### src/rtl/pwm_cap_pkg.sv
// Shared state encoding, counter width and saturating-increment helper for PWM capture.
// No logic of its own: types, constants and one pure function.
package pwm_cap_pkg;

  localparam int CNT_W = 32;
  localparam logic [CNT_W-1:0] CNT_MAX = 32'hFFFF_FFFF;
  localparam logic [CNT_W-1:0] CNT_ONE = CNT_W'(1);

  typedef enum logic [2:0] {
    ST_IDLE,
    ST_WAIT_RISE,
    ST_MEAS_HIGH,
    ST_MEAS_LOW,
    ST_TIMEOUT
  } cap_state_t;

  function automatic logic [CNT_W-1:0] sat_inc(input logic [CNT_W-1:0] v);
    return (v == CNT_MAX) ? v : v + CNT_ONE;
  endfunction

endpackage

### src/rtl/pwm_in_filter.sv
// Synchronizes PWM_IN, deglitches it (FILTER_LEN-cycle hold) and emits one-cycle rise/fall pulses.
// Latency: pulses SYNC_STAGES+FILTER_LEN cycles after the first sampling edge; no backpressure.
module pwm_in_filter #(
  parameter int SYNC_STAGES = 2,
  parameter int FILTER_LEN  = 4
) (
  input  logic CLK,
  input  logic RST,
  input  logic PWM_IN,
  output logic filt_lvl,
  output logic rise_pls,
  output logic fall_pls
);

  localparam logic [3:0] HOLD_LAST = 4'(FILTER_LEN - 1);

  logic [SYNC_STAGES-1:0] sync_q;
  logic [3:0]             hold_cnt;
  logic                   filt_q;
  logic                   filt_d1;
  logic                   sync_lvl;

  assign sync_lvl = sync_q[SYNC_STAGES-1];
  assign filt_lvl = filt_q;

  always_ff @(posedge CLK) begin
    if (RST) begin
      sync_q   <= '0;
      hold_cnt <= '0;
      filt_q   <= 1'b0;
      filt_d1  <= 1'b0;
      rise_pls <= 1'b0;
      fall_pls <= 1'b0;
    end else begin
      sync_q <= {sync_q[SYNC_STAGES-2:0], PWM_IN};
      // Any cycle agreeing with the current level restarts the hold count.
      if (sync_lvl != filt_q) begin
        if (hold_cnt == HOLD_LAST) begin
          filt_q   <= sync_lvl;
          hold_cnt <= '0;
        end else begin
          hold_cnt <= hold_cnt + 4'd1;
        end
      end else begin
        hold_cnt <= '0;
      end
      filt_d1  <= filt_q;
      rise_pls <= filt_q & ~filt_d1;
      fall_pls <= ~filt_q & filt_d1;
    end
  end

endmodule

### src/rtl/pwm_capture.sv
// Measures period and high time of a filtered PWM input, with stuck-signal timeout detection.
// Latency: MEAS_Valid one cycle after the closing accepted rise; no backpressure (outputs are sampled).
module pwm_capture
  import pwm_cap_pkg::*;
#(
  parameter int SYNC_STAGES = 2,
  parameter int FILTER_LEN  = 4
) (
  input  logic             CLK,
  input  logic             RST,
  input  logic             EN,
  input  logic             PWM_IN,
  input  logic [CNT_W-1:0] TIMEOUT_Cnt_Set,
  output logic [CNT_W-1:0] PERIOD_Cnt,
  output logic [CNT_W-1:0] HIGH_Cnt,
  output logic             MEAS_Valid,
  output logic             TIMEOUT_Flag,
  output logic             STUCK_Level
);

  cap_state_t       state_q, state_d;
  logic [CNT_W-1:0] cnt_q, cnt_d;
  logic [CNT_W-1:0] high_q, high_d;
  logic [CNT_W-1:0] period_d, hcnt_d;
  logic             valid_d, flag_d, stuck_d;
  logic             filt_lvl, rise_pls, fall_pls;
  logic             tmo_hit, go_tmo;

  pwm_in_filter #(
    .SYNC_STAGES(SYNC_STAGES),
    .FILTER_LEN (FILTER_LEN)
  ) u_filter (
    .CLK     (CLK),
    .RST     (RST),
    .PWM_IN  (PWM_IN),
    .filt_lvl(filt_lvl),
    .rise_pls(rise_pls),
    .fall_pls(fall_pls)
  );

  assign tmo_hit = (TIMEOUT_Cnt_Set != '0) && (cnt_q >= TIMEOUT_Cnt_Set);

  always_ff @(posedge CLK) begin
    if (RST) state_q <= ST_IDLE;
    else     state_q <= state_d;
  end

  // A rise always beats a timeout landing in the same cycle.
  always_comb begin
    state_d = state_q;
    if (!EN) begin
      state_d = ST_IDLE;
    end else begin
      unique case (state_q)
        ST_IDLE:      state_d = ST_WAIT_RISE;
        ST_WAIT_RISE: if (rise_pls) state_d = ST_MEAS_HIGH;
                      else if (tmo_hit) state_d = ST_TIMEOUT;
        ST_MEAS_HIGH: if (tmo_hit) state_d = ST_TIMEOUT;
                      else if (fall_pls) state_d = ST_MEAS_LOW;
        ST_MEAS_LOW:  if (rise_pls) state_d = ST_MEAS_HIGH;
                      else if (tmo_hit) state_d = ST_TIMEOUT;
        ST_TIMEOUT:   if (rise_pls) state_d = ST_MEAS_HIGH;
        default:      state_d = ST_IDLE;
      endcase
    end
  end

  always_comb begin
    cnt_d    = sat_inc(cnt_q);
    high_d   = high_q;
    period_d = PERIOD_Cnt;
    hcnt_d   = HIGH_Cnt;
    valid_d  = 1'b0;
    flag_d   = TIMEOUT_Flag;
    stuck_d  = STUCK_Level;
    go_tmo   = 1'b0;
    if (!EN) begin
      cnt_d  = '0;
      flag_d = 1'b0;
    end else begin
      unique case (state_q)
        ST_IDLE: cnt_d = '0;
        ST_WAIT_RISE: begin
          if (rise_pls)     cnt_d = CNT_ONE;
          else if (tmo_hit) go_tmo = 1'b1;
        end
        ST_MEAS_HIGH: begin
          if (tmo_hit)       go_tmo = 1'b1;
          else if (fall_pls) high_d = cnt_q;
        end
        ST_MEAS_LOW: begin
          if (rise_pls) begin
            cnt_d    = CNT_ONE;
            period_d = cnt_q;
            hcnt_d   = high_q;
            valid_d  = 1'b1;
          end else if (tmo_hit) begin
            go_tmo = 1'b1;
          end
        end
        ST_TIMEOUT: begin
          if (rise_pls) begin
            cnt_d  = CNT_ONE;
            flag_d = 1'b0;
          end
        end
        default: cnt_d = '0;
      endcase
      if (go_tmo) begin
        flag_d   = 1'b1;
        stuck_d  = filt_lvl;
        period_d = '0;
        hcnt_d   = '0;
      end
    end
  end

  always_ff @(posedge CLK) begin
    if (RST) begin
      cnt_q        <= '0;
      high_q       <= '0;
      PERIOD_Cnt   <= '0;
      HIGH_Cnt     <= '0;
      MEAS_Valid   <= 1'b0;
      TIMEOUT_Flag <= 1'b0;
      STUCK_Level  <= 1'b0;
    end else begin
      cnt_q        <= cnt_d;
      high_q       <= high_d;
      PERIOD_Cnt   <= period_d;
      HIGH_Cnt     <= hcnt_d;
      MEAS_Valid   <= valid_d;
      TIMEOUT_Flag <= flag_d;
      STUCK_Level  <= stuck_d;
    end
  end

endmodule

### config.mk
export PLATFORM = sky130hd
export DESIGN_NAME = pwm_capture
export DESIGN_NICKNAME = d
export VERILOG_FILES = /design/src/rtl/pwm_cap_pkg.sv /design/src/rtl/pwm_in_filter.sv /design/src/rtl/pwm_capture.sv
export SDC_FILE = /design/constraint.sdc
export NUM_CORES = 1
export LEC_CHECK = 0
export ABC_AREA = 1
export CAP_MARGIN = 20
export CORE_ASPECT_RATIO = 1.1
export CORE_MARGIN = 2
export CORE_UTILIZATION = 30
export DETAILED_ROUTE_END_ITERATION = 10
export PLACE_DENSITY_LB_ADDON = 0.08
export SYNTH_ARGS = -nofsm -noshare
export SYNTH_HDL_FRONTEND = slang
export SYNTH_SLANG_ARGS = --single-unit
### constraint.sdc
create_clock -name CLK -period 4.8 [get_ports CLK]
set_clock_uncertainty 0.2 [all_clocks]
set_input_delay 0.48 -clock CLK [delete_from_list [all_inputs] [get_ports CLK]]
set_output_delay 0.48 -clock CLK [all_outputs]
set_load 0.02 [all_outputs]
[After elaboration in Yosys (flattened, before gate mapping)]
Cells that the tools add are included.
Cells by class
  add/sub/neg operators: 2
  $lt $le $gt $ge: 1
  equal/unequal tests: 10
  muxes and demuxes: 23
  bitwise operators: 8
  reduce and logical (&&, ||, !) cells: 17
Operator list (count)
  $mux 32: 8
  $pmux 32 s2: 1
  $add 32x1->32 const B: 1
  $eq 32x32->1 const B: 1
  $ge 32x32->1: 1
  $reduce_bool 32->1: 1
  $mux 3: 5
  $pmux 3 s4: 1
  $reduce_or 3->1: 3
  $mux 1: 7
  $eq 3x2->1 const B: 2
  $not 1->1: 6
  $reduce_and 2->1: 3
  $reduce_and 3->1: 2
  $reduce_bool 2->1: 3
  $add 4x1->4 const B: 1
  $eq 4x2->1 const B: 1
  $reduce_and 4->1: 1
  $reduce_or 2->1: 2
  $eq 3x1->1 const B: 1
  $eq 3x3->1 const B: 1
  $logic_not 3->1: 1
  $ne 3x1->1 const B: 1
  $ne 3x2->1 const B: 1
  5 further kinds: 6
Word-level totals
  register bits: 144
  output and inout port bits: 67
  logic and storage cells: 75

[Logic depth before layout (Yosys ltp)]
Gate-level depths: netlist (run 1).
  word-level depth: 8
  gate-level depth with buffers: 20

[By module]
A second synthesis (run 1) with hierarchy kept.
Second synthesis, totals
  cell total of the unflattened synthesis: 1014
  area, all modules: 7228.2 um2
Modules (own cells, without submodules)
  pwm_capture: times used 1, cells an instance 971, area each 6869.1 um2, seq. area each 2682.6 um2
  pwm_in_filter: times used 1, cells an instance 43, area each 359.1 um2, seq. area each 200.2 um2

[Worst setup path before layout (run 1)]
No wires, ideal clock.
  path type: input -> register
  from: in TIMEOUT_Cnt_Set[7]
  to: reg PERIOD_Cnt[12]
  arrival: 2.012 ns
  required time: 4.468 ns
  slack: 2.456 ns
  cell stages on the path: 19
  path buffers: 2
  cells stage by stage: inv_1 ha_1 nand2_1 inv_1 nand2_1 nor2_1 nor2_1 nand2_1 nand2_1 nand2_1 nand2_1 nand2_2 nand2_1 nor2_2 nand2_2 buf_6 buf_4 nand3_1 a21oi_1
On the way
  word-level cells in the longest chain between the ends: 8
  elaborated cells on any way between the ends: 11
RTL lines
  start, declared: line pwm_capture.sv:13  | input logic [CNT_W-1:0] TIMEOUT_Cnt_Set,
  $ge 32x32->1 / $reduce_bool 32->1 (equally long branches): line pwm_capture.sv:41  | assign tmo_hit = (TIMEOUT_Cnt_Set != '0) && (cnt_q >= TIMEOUT_Cnt_Set);
  $logic_and 1x1->1 (*): line pwm_capture.sv:41
  $mux 1 (*): line pwm_capture.sv:85, pwm_capture.sv:88, pwm_capture.sv:97
  $mux 1: line pwm_capture.sv:84  | if (rise_pls) cnt_d = CNT_ONE;
  $pmux 1 s2 (*): line pwm_capture.sv:81  | unique case (state_q)
  $mux 1 (*): line pwm_capture.sv:77  | if (!EN) begin
  $reduce_bool 2->1 (no source line)
  $reduce_and 3->1 (no source line)
  end signal, assigned: line pwm_capture.sv:130  | PERIOD_Cnt <= period_d;
  end, declared: line pwm_capture.sv:14  | output logic [CNT_W-1:0] PERIOD_Cnt,
Every way passes the cells marked *; elsewhere a longest branch is shown, timed or not. The select of a mux whose other input is x is not followed.
A chain may end at the register's enable or synchronous reset.

[Worst setup path in the final report (run 1)]
  from: reg cnt_q[5]
  to: reg HIGH_Cnt[25]
On the way
  word-level cells in the longest chain between the ends: 8
  elaborated cells on any way between the ends: 10
RTL lines
  start, declared: line pwm_capture.sv:22  | logic [CNT_W-1:0] cnt_q, cnt_d;
  start signal, assigned: line pwm_capture.sv:128  | cnt_q <= cnt_d;
  $ge 32x32->1 (*): line pwm_capture.sv:41
  $logic_and 1x1->1 (*): line pwm_capture.sv:41
  $mux 1 (*): line pwm_capture.sv:85, pwm_capture.sv:88, pwm_capture.sv:97
  $mux 1: line pwm_capture.sv:84
  $pmux 1 s2 (*): line pwm_capture.sv:81
  $mux 1 (*): line pwm_capture.sv:77
  $reduce_bool 2->1 (no source line)
  $reduce_and 3->1 (no source line)
  end signal, assigned: line pwm_capture.sv:131  | HIGH_Cnt <= hcnt_d;
  end, declared: line pwm_capture.sv:15  | output logic [CNT_W-1:0] HIGH_Cnt,
Marked as above.

==> summary.txt, run 1 <==
Global route
  • GRT overflow: 0
  • Global router's overall resource usage: 18.2%
  • Initial antenna violation count: 0
  • Largest net degree at the start of global routing: 68
  • Number of global-route vias before repair: 6075
  • First-pass GRT wire length: 34.0 mm

Timing
  • Max-slew violations: 0
  • Fmax: 0.322 GHz
  • Relative slew slack: around two fifths
  • Crit path time final: 3.11 ns
  • Tcrit/Tclk final: between 60% and 70%
  • Hold_ws: around 0.21 ns
  • Fin. Hold Viols: 0
  • RSZ-0062 raised after global routing: false
  • Tightest Pin Transition: 0.876 ns
  • Endpoints failing setup: 0
  • Setup TNS: 0 ns
  • Setup slack after layout: 1.69 ns

Clock network
  • CTS Root Cell: clkbuf_16
  • Post-CTS resize count: 0
  • Hold_buf cts: 0
  • Clock Latency Late Sink: 0.42 ns
  • TritonCTS Buffers: 17
  • Clock transition at path regs: 0.06 ns
  • Post-CTS Setup Inserts: 0
  • CTS Sinks: 144
  • CTS tree: done
  • Clock Path Buffers: 2
  • H-Tree Depth: 4

Synthesis
  • Synthesis Warnings: 0
  • Area share of the largest cell type after synthesis: between 40% and 50%
  • Seq cells post-synth: approximately 140
  • Post-synth EDFFs: 0
  • Seq/Total Area, Yosys: 41.6%
  • Mapped cell area: 6930 um^2
  • Post-synth cell types: 40
  • Mapped Nets: 1005
  • Post-synthesis async set-or-reset flop share: 0%
  • Syn Area/Cell: approximately 7.4 um^2
  • Main synth FF type: dfxtp_1
  • Top cells by area, synth: dfxtp_1, a21oi_1, nand2_1
  • Leading area contributor after synthesis: dfxtp_1
  • Post-Syn Instances: 935

Place
  • Pre-CTS WS: 1.32 ns
  • Post-detail-place hpwl: about 15 mm
  • Inst Count DP: 1300
  • Routability cong.: 0.866
  • IO buf count: 102

Floorplan
  • Die Y: between 150 and 200 um
  • Initial Util: 30.4%
  • Total core area: 22800 um^2
  • Die width: around 150 um
  • Die area: 24300 um^2
  • # IOs: 103
  • Floorplan row count: a little under 60

Worst hold path
  • Hold Path Class: flip-flop to flip-flop

Layout
  • Post-layout nets: 1089
  • Most frequent cells in the layout: nand2_1, dfxtp_1, a21oi_1
  • Share of layout cells above drive strength 1: 7.75%
  • Final Instance Count excl. Fillers: 1332
  • Commonest non-fill, non-tap cell in the layout: nand2_1
  • Diode count: 0
  • Synth-to-Final Area Change: 26.2%
  • Final core occ: 38.4%
  • Fillers: 2429

Worst setup path
  • Critical Path RT: 4.94 ns
  • Slowest stage cell, crit path: dfxtp_1
  • Arr. time, crit path: between 3 and 4 ns
  • Crit path max-delay family: simple AND/OR/NAND/NOR gates
  • Cells along the critical path: ha_1 -> nand2_1 -> nand2_1 -> nand2_1 -> nand2_1 -> nor2_1 -> nand2_1 -> nand2_1 -> nand2_1 -> nand2_1 -> nand2_2 -> nand2_1 -> nor2_2 -> nand2_2 -> buf_4 -> nand3_1 -> a21oi_1
  • Startpoint Class: flip-flop
  • CP peak stage delay: 0.60 ns
  • CP Max Fanout: 65
  • Worst Setup End Kind: flip-flop
  • Crit path kind: flip-flop to flip-flop
  • Most common cell on crit path: nand2_1
  • WP buf/inv: 1

Power
  • Peak VDD IR: 0.000164 V
  • Leak Pwr: 0.00322 uW
  • PD cells: 295 nW/um^2

Route
  • Routed Antenna Nets: 0
  • DR iter-0 viols: 479
  • Overall via count from detail_route: 6457
  • DRC: 0
  • Routed wire length: 21.8 mm
  • Post-DR vias/cell: 4.85
  • DR pass1 iterations: 5
  • Avg WL per Cell: 16.3 um

Run status
  • Status: completed

Job
  • Max Cap Viol: 0
[per-layer routing]
metal | wire, um | share of wire [%] | vias to the layer above | global-route usage (%)
li1 | - | - | 3308 | -
met1 | 10200 | 47 | 2949 | 24.5
met2 | 10100 | 47 | 167 | 29.3
met3 | 936 | 4.3 | 33 | 2.85
met4 | 496 | 2.3 | 0 | 6.80
met5 | 0 | 0 | - | 0
[kinds of logic (layout without fill, tap and decap cells)]
| family | Yosys count | in the layout | share of synthesized area, % |
|---|---|---|---|
| simple gates | 422 | 422 | 28.3 |
| compound gates | 172 | 172 | 13.1 |
| buf+inv | 150 | 247 | 9.01 |
| flops | 144 | 144 | 41.6 |
| fa+ha+maj | 34 | 34 | 6.14 |
| xor+xnor | 13 | 13 | 1.75 |
[registers in the layout, summed over array words and instances (netlist names)]
name / cells
STUCK_Level: 1
u_filter.rise_pls: 1
cnt_q: 32
high_q: 32
HIGH_Cnt: 32
MEAS_Valid: 1
u_filter.filt_lvl: 1
u_filter.filt_d1: 1
u_filter.hold_cnt: 4
TIMEOUT_Flag: 1
u_filter.sync_q: 2
state_q: 3
PERIOD_Cnt: 32
u_filter.fall_pls: 1
[power by group]
part,internal (uW),leakage (uW),switching [uW]
clock,743,0.000258,531
combinational,43.7,0.00180,63.6
sequential,1200,0.00116,1.90
total,1980,0.00322,597
[stage by stage]
step                      instance area (um^2)  total power, uW
final                                     8740             2580
after CTS                                 8740             2610
after floorplan                           6930             1280
after global routing                      8740             2670
after global placement                    8170             1330
after detailed placement                  8170             1330
[worst register-to-register path: cells and delay by family (launching register included)]
family,cells,cell delay [ns]
AO/OA/AOI/OAI,1,0.16
adder cells (fa/ha/maj),1,0.34
buffers and inverters,1,0.55
flip-flops,1,0.60
AND/OR/NAND/NOR,14,1.18
[final cells by class]
cell class	instances	area (um^2)	share of cell area, %
clock buffer	21	460	5.27
tap	300	375	4.29
sequential	144	2880	33.0
inverter	100	375	4.29
timing repair buffer	115	1120	12.8
clock inverter	11	106	1.22
multi-input combinational	641	3420	39.2
[Yosys cell counts, types with 2 or more instances]
| master | instances |
|---|---|
| o21a_1 | 3 |
| xnor2_1 | 7 |
| buf_4 | 2 |
| nand4_1 | 46 |
| buf_6 | 5 |
| nor2_1 | 57 |
| a31oi_1 | 2 |
| nor3_2 | 2 |
| nor3_4 | 2 |
| buf_1 | 4 |
| xor2_1 | 5 |
| dfxtp_1 | 144 |
| nand2_1 | 182 |
| a21oi_2 | 2 |
| nand2_2 | 7 |
| nor2_2 | 8 |
| inv_2 | 7 |
| clkbuf_1 | 26 |
| o211a_1 | 3 |
| inv_1 | 93 |
| a21oi_1 | 140 |
| nand3_1 | 90 |
| nor4_1 | 6 |
| buf_2 | 13 |
| o21ai_0 | 16 |
| ha_1 | 34 |
| nor3_1 | 16 |
[path summary, 6_finish.rpt]
path                                         start            endpoint  slack, ns  depth (start not counted)
worst max-delay path                      cnt_q[5]        HIGH_Cnt[25]       1.69                         17
worst min-delay path            u_filter.sync_q[0]  u_filter.sync_q[1]       0.21                          2
worst max register to register            cnt_q[5]        HIGH_Cnt[25]       1.69                         17
worst min register to register  u_filter.sync_q[0]  u_filter.sync_q[1]       0.21                          2
Power figures use the tool's default switching activity.
==> inputs of run 2 (changes only) <==
clock period = 2.5 ns   (was 4.8 ns; I/O delays follow)
==> run 2 against run 1 <==
  * Flip-flop and latch count is the same
  * Die area is the same
  * Utilization grew 3.9 points
  * Via count grew 3.8%
  * Critical path depth shrank 5
  * Worst setup slack lost 1.6 ns
==> summary.txt, run 2 (same netlist as run 1, synthesis figures left out) <==
Power
  • Peak VDD IR: 0.000253 V (+54%)
  • PD cells: 528 nW/um^2 (+79%)
  • Leak Pwr: 0.00365 uW (+13%)
  • Tot Pwr: 5080 uW (+97%)

Global route
  • Global routing usage on met3: 2.77% (-0.084 points)
  • GRT overflow: 0 (unchanged)
  • Met2 GRT Util: 28.5% (-0.75 points)
  • First-pass GRT wire length: 34.5 mm (+1.6%)
  • Largest net degree at the start of global routing: 104 (+53%)
  • GR peak layer: met2
  • Number of global-route vias before repair: 6440 (+6.0%)
  • Initial antenna violation count: 0 (unchanged)
  • Global router's overall resource usage: 18.3% (+0.15 points)
  • GR Util met1: 25.5% (+0.99 points)

Layout
  • Commonest non-fill, non-tap cell in the layout: nand2_1
  • Post-layout nets: 1151 (+5.7%)
  • Diode count: 0 (unchanged)
  • Final core occ: 42.2% (+3.9 points)
  • Fillers: 2380 (-2.0%)
  • Most frequent cells in the layout: nand2_1, dfxtp_1, a21oi_1
  • Synth-to-Final Area Change: 38.9%
  • Share of layout cells above drive strength 1: 17.5% (+9.7 points)

Worst setup path
  • CP peak stage delay: 0.41 ns (-0.19 ns)
  • Cells along the critical path: ha_4 -> a21oi_1 -> o21ai_0 -> a21oi_1 -> nand2_1 -> nand2_1 -> nand2_2 -> a21oi_4 -> nand3_4 -> clkbuf_16 -> nand2_2 -> a21oi_1
  • Startpoint Class: flip-flop
  • Arr. time, crit path: 2.50 ns (-0.75 ns)
  • R2R depth: 12 (-5)
  • Critical Path RT: 2.58 ns (-2.36 ns)
  • Most common cell on crit path: a21oi_1
  • Worst Setup End Kind: flip-flop
  • Crit path kind: flip-flop to flip-flop
  • CP Max Fanout: 8 (-88%)
  • Slowest stage cell, crit path: dfxtp_1

Timing
  • Max-slew violations: 0 (unchanged)
  • RSZ-0062 raised after global routing: true
  • Tcrit/Tclk final: 96.8% (+32 points)
  • Crit path time final: 2.42 ns (-0.688 ns)
  • Relative slew slack: 65.5% (+24 points)
  • Fmax: 0.413 GHz (+28%)
  • Fin. Hold Viols: 0 (unchanged)
  • Tightest Pin Transition: 0.513 ns (-0.363 ns)
  • Endpoints failing setup: 0 (unchanged)

Clock network
  • CTS Root Cell: clkbuf_16
  • CTS Sinks: 144 (unchanged)
  • TritonCTS Buffers: 17 (unchanged)
  • CTS tree: done
  • Clock Path Buffers: 2 (unchanged)
  • Clock transition at path regs: 0.06 ns (about the same)
  • Clock Latency Late Sink: 0.43 ns (about the same)
  • H-Tree Depth: 4 (unchanged)

Floorplan
  • Initial Util: 30.4% (unchanged)
  • Die Y: 163 um (unchanged)
  • Floorplan row count: 58 (unchanged)
  • # IOs: 103 (unchanged)
  • Die width: 149 um (unchanged)
  • Die area: 24300 um^2 (unchanged)
  • Total core area: 22800 um^2 (unchanged)

Route
  • DR pass1 iterations: 6 (+1)
  • Overall via count from detail_route: 6700 (+3.8%)
  • DRC: 0 (unchanged)
  • Post-DR vias/cell: 4.81 (-0.78%)
  • Routed wire length: 22.4 mm (+2.8%)
  • Routed Antenna Nets: 0 (unchanged)
  • Avg WL per Cell: 16.1 um (-1.7%)
  • DR iter-0 viols: 449 (-6.3%)

Worst hold path
  • Hold Crit Depth: 3 (+1)
  • Hold Path Class: input pin to flip-flop

Run status
  • Status: completed

Job
  • Max Cap Viol: 0 (unchanged)

Place
  • Routability cong.: 0.838 (-3.2%)
  • Post-detail-place hpwl: 15.7 mm (+2.5%)
  • IO buf count: 102 (unchanged)
[run 2: cell count changes in the layout (fill, tap and decap cells not counted), sizes merged]
cell | previous run | this run
bufinv | 1 | 2
clkbuf | 21 | 22
clkinv | 2 | 6
buf | 14 | 72
dlygate4sd3 | 0 | 1
clkinvlp | 6 | 2
[run 2: through the flow]
stage / TNS, ns / instances / hold slack, ns / setup WS (ns) / instance area [um^2]
finish: 0 / 1393 / 0.148 / 0.0799 / 9620
global route: -0.983 / 1393 / 0.168 / -0.0546 / 9620
CTS: 0 / 1387 / 0.140 / 0.0162 / 9260
detailed placement: -29.06 / 1355 / 0.195 / -0.323 / 8660
global placement: -28.68 / 1355 / 0.196 / -0.328 / 8660
floorplan: 0 / 935 / 0.157 / 0.229 / 6930
[run 2: report_power, final]
group          switching (uW)  internal (uW)  leakage [uW]
clock network            1020           1520      0.000286
logic                     129            107       0.00220
registers                3.84           2300       0.00116
total                    1160           3930       0.00365
[run 2: final timing paths]
kind / startpoint / end / slack [ns]
setup / recovery: cnt_q[15] / high_q[25] / 0.08
hold / removal: PWM_IN / u_filter.sync_q[0] / 0.15
setup reg to reg: cnt_q[15] / high_q[25] / 0.08
hold reg to reg: u_filter.sync_q[0] / u_filter.sync_q[1] / 0.20
[run 2: layout make-up]
type | instances | area (um^2) | area share, %
clock buffers | 19 | 453 | 4.71
clock inverters | 12 | 134 | 1.39
inverters | 100 | 375 | 3.90
multi-input cells | 641 | 3650 | 38.0
flip-flops and latches | 144 | 2890 | 30.0
well taps | 300 | 375 | 3.90
repair buffers | 177 | 1740 | 18.1
[run 2: critical path, delay by kind of cell, from the launching register on]
family	cells	cell delay (ns)
flip-flops	1	0.41
AO/OA/AOI/OAI	5	0.66
adder cells (fa/ha/maj)	1	0.23
AND/OR/NAND/NOR	5	0.53
buffers and inverters	1	0.23
[run 2: what timing repair did]
| action | CTS | global route |
|---|---|---|
| endpoints found under the setup margin | 0 | 106 |
| resized for setup | 0 | 61 |
| buffers inserted | 0 | 2 |
| hold endpoints to repair | 1 | 0 |
| hold buffers | 1 | 0 |
[run 2: metal layers]
metal	vias to the layer above	wire length [um]	part of all wire, %
met5	-	0	0
met2	136	10400	46
met3	22	800	3.6
li1	3430	-	-
met1	3112	10700	48
met4	0	523	2.3
==> inputs of run 3 (changes only) <==
CORE_UTILIZATION = 49   (was 30)
PLACE_DENSITY = 0.76   (was unset)
PLACE_DENSITY_LB_ADDON = unset   (was 0.08)
==> run 3 against run 2 <==
  * Count of clock-buffer cells in the layout up 1
  * First-iteration DRC count rose by 36%
  * Register-to-register slack got worse by 0.06 ns
  * Combinational power fell by 5%
  * Non-clock buffer count fell by 6
  * Cell area is 2.2% lower
  * Critical endpoint is now HIGH_Cnt[30]
==> summary.txt, run 3 (same netlist as run 1, synthesis figures left out) <==
Place
  • DP Area: 8410 um^2 (-2.9%)
  • IO buf count: 102 (unchanged)
  • Post-detail-place hpwl: 13.5 mm (-14%)
  • Pre-CTS WS: -0.338 ns (-0.0152 ns)
  • Routability cong.: 0.959 (+14%)

Worst setup path
  • Arr. time, crit path: 2.56 ns (+0.06 ns)
  • Most common cell on crit path: nand2_2
  • CP Max Fanout: 7 (-1)
  • Startpoint Class: flip-flop
  • Crit path max-delay family: simple AND/OR/NAND/NOR gates
  • Cells along the critical path: inv_4 -> ha_4 -> nand4_1 -> nor2_1 -> nor2_1 -> nand2_2 -> nand2_2 -> nand2_2 -> nand2_2 -> nand2_4 -> nand2_4 -> nor2_4 -> nand2_4 -> clkbuf_16 -> nand3_1 -> a21oi_1
  • Crit path kind: flip-flop to flip-flop
  • CP peak stage delay: 0.38 ns (-0.03 ns)
  • Critical Path RT: 2.58 ns (about the same)
  • Worst Setup End Kind: flip-flop
  • Slowest stage cell, crit path: dfxtp_4
  • WP buf/inv: 2 (+1)

Layout
  • Post-layout nets: 1146 (-0.43%)
  • Synth-to-Final Area Change: 35.9%
  • Final Cell Area: 9410 um^2 (-2.2%)
  • Fillers: 1105 (-54%)
  • Commonest non-fill, non-tap cell in the layout: nand2_1
  • Most frequent cells in the layout: nand2_1, dfxtp_1, a21oi_1
  • Diode count: 0 (unchanged)
  • Share of layout cells above drive strength 1: 15.5% (-2.0 points)

Global route
  • Number of global-route vias before repair: 6423 (-0.26%)
  • Initial antenna violation count: 0 (unchanged)
  • Largest net degree at the start of global routing: 66 (-37%)
  • GRT overflow: 0 (unchanged)
  • First-pass GRT wire length: 30.8 mm (-11%)
  • Global router's overall resource usage: 25.2% (+6.8 points)

Route
  • Post-DR vias/cell: 5.44 (+13%)
  • DRC: 0 (unchanged)
  • DR pass1 iterations: 5 (-1)
  • Overall via count from detail_route: 6949 (+3.7%)
  • Avg WL per Cell: 15.6 um (-2.7%)
  • Routed wire length: 20.0 mm (-11%)
  • DR iter-0 viols: 609 (+36%)
  • Routed Antenna Nets: 0 (unchanged)

Timing
  • Crit path time final: 2.48 ns (+0.0603 ns)
  • Relative slew slack: 57.7% (-7.7 points)
  • Max-slew violations: 0 (unchanged)
  • Tightest Pin Transition: 0.634 ns (+0.121 ns)
  • Hold_ws: 0.152 ns (+0.00396 ns)
  • Tcrit/Tclk final: 99.2% (+2.4 points)
  • Fmax: 0.403 GHz (-2.4%)
  • Setup slack after layout: 0.0197 ns (-0.0603 ns)
  • Setup TNS: 0 ns (unchanged)
  • Fin. Hold Viols: 0 (unchanged)
  • Endpoints failing setup: 0 (unchanged)

Clock network
  • CTS tree: done
  • CTS Sinks: 144 (unchanged)
  • Clock Latency Late Sink: 0.42 ns (about the same)
  • Clock Path Buffers: 2 (unchanged)
  • H-Tree Depth: 4 (unchanged)
  • Clock transition at path regs: 0.06 ns (about the same)
  • TritonCTS Buffers: 17 (unchanged)
  • CTS Root Cell: clkbuf_16

Power
  • Tot Pwr: 5140 uW (+1.1%)
  • Peak VDD IR: 0.000521 V (+110%)
  • Leak Pwr: 0.00364 uW (-0.35%)
  • PD cells: 546 nW/um^2 (+3.4%)

Job
  • Max Cap Viol: 0 (unchanged)

Floorplan
  • # IOs: 103 (unchanged)
  • Die width: 117 um (-21%)
  • Initial Util: 50.2% (+20 points)
  • Floorplan row count: 45 (-22%)
  • Die area: 15100 um^2 (-38%)
  • Die Y: 129 um (-21%)
  • Total core area: 13800 um^2 (-39%)

Run status
  • Status: completed

Worst hold path
  • Hold Path Class: input pin to flip-flop
run 3: cell types whose count changed in the layout (fill, tap and decap cells not counted), sizes merged:
cell,change
bufinv,+1
clkdlybuf4s50,-2
dlymetal6s2s,+2
clkinvlp,+2
clkbuf,+2
nand2,+1
buf,-7
clkinv,-3
run 3: worst register-to-register path: cells and delay by family (launching register included):
kind / cells / cell delay, ns
and+or+nand+nor: 12 / 1.18
DFF: 1 / 0.38
buffers and inverters: 2 / 0.26
adders and majority gates: 1 / 0.25
AOI/OAI and AO/OA: 1 / 0.08
run 3: worst paths after layout:
check | startpoint | end | slack [ns] | depth (start not counted)
hold / removal | PWM_IN | u_filter.sync_q[0] | 0.15 | 3
setup reg to reg | cnt_q[0] | HIGH_Cnt[30] | 0.02 | 16
hold reg to reg | u_filter.sync_q[0] | u_filter.sync_q[1] | 0.21 | 2
setup / recovery | cnt_q[0] | HIGH_Cnt[30] | 0.02 | 16
run 3: layout make-up:
cell class	instances	area (um^2)	area share [%]
clock buffers	20	457	4.85
repair buffers	171	1680	17.9
flip-flops and latches	144	2890	30.7
inverters	100	378	4.01
clock inverters	12	156	1.66
well taps	188	235	2.50
multi-input cells	642	3620	38.4
run 3: per-stage QoR:
step | utilization [%] | cells
final | 68.2 | 1277
after global placement | 61.0 | 1234
after global routing | 68.2 | 1277
after CTS | 65.5 | 1267
after floorplan | - | 935
after detailed placement | 61.0 | 1234
run 3: timing repair:
action | 4_1_cts | 5_1_grt
setup buffers | 0 | 2
hold endpoints to repair | 1 | 0
gates resized for setup | 0 | 46
setup endpoints to repair | 0 | 99
hold buffers | 1 | 0
run 3: per-layer routing:
| metal | track usage, % | wire (um) |
|---|---|---|
| met1 | 33.1 | 8120 |
| met3 | 4.83 | 1620 |
| met5 | 0 | 0 |
| met4 | 9.92 | 514 |
| met2 | 41.2 | 9700 |
run 3: report_power, final:
group	internal (uW)	switching, uW
clock	1630	986
combinational	99.1	125
sequential	2300	4.37
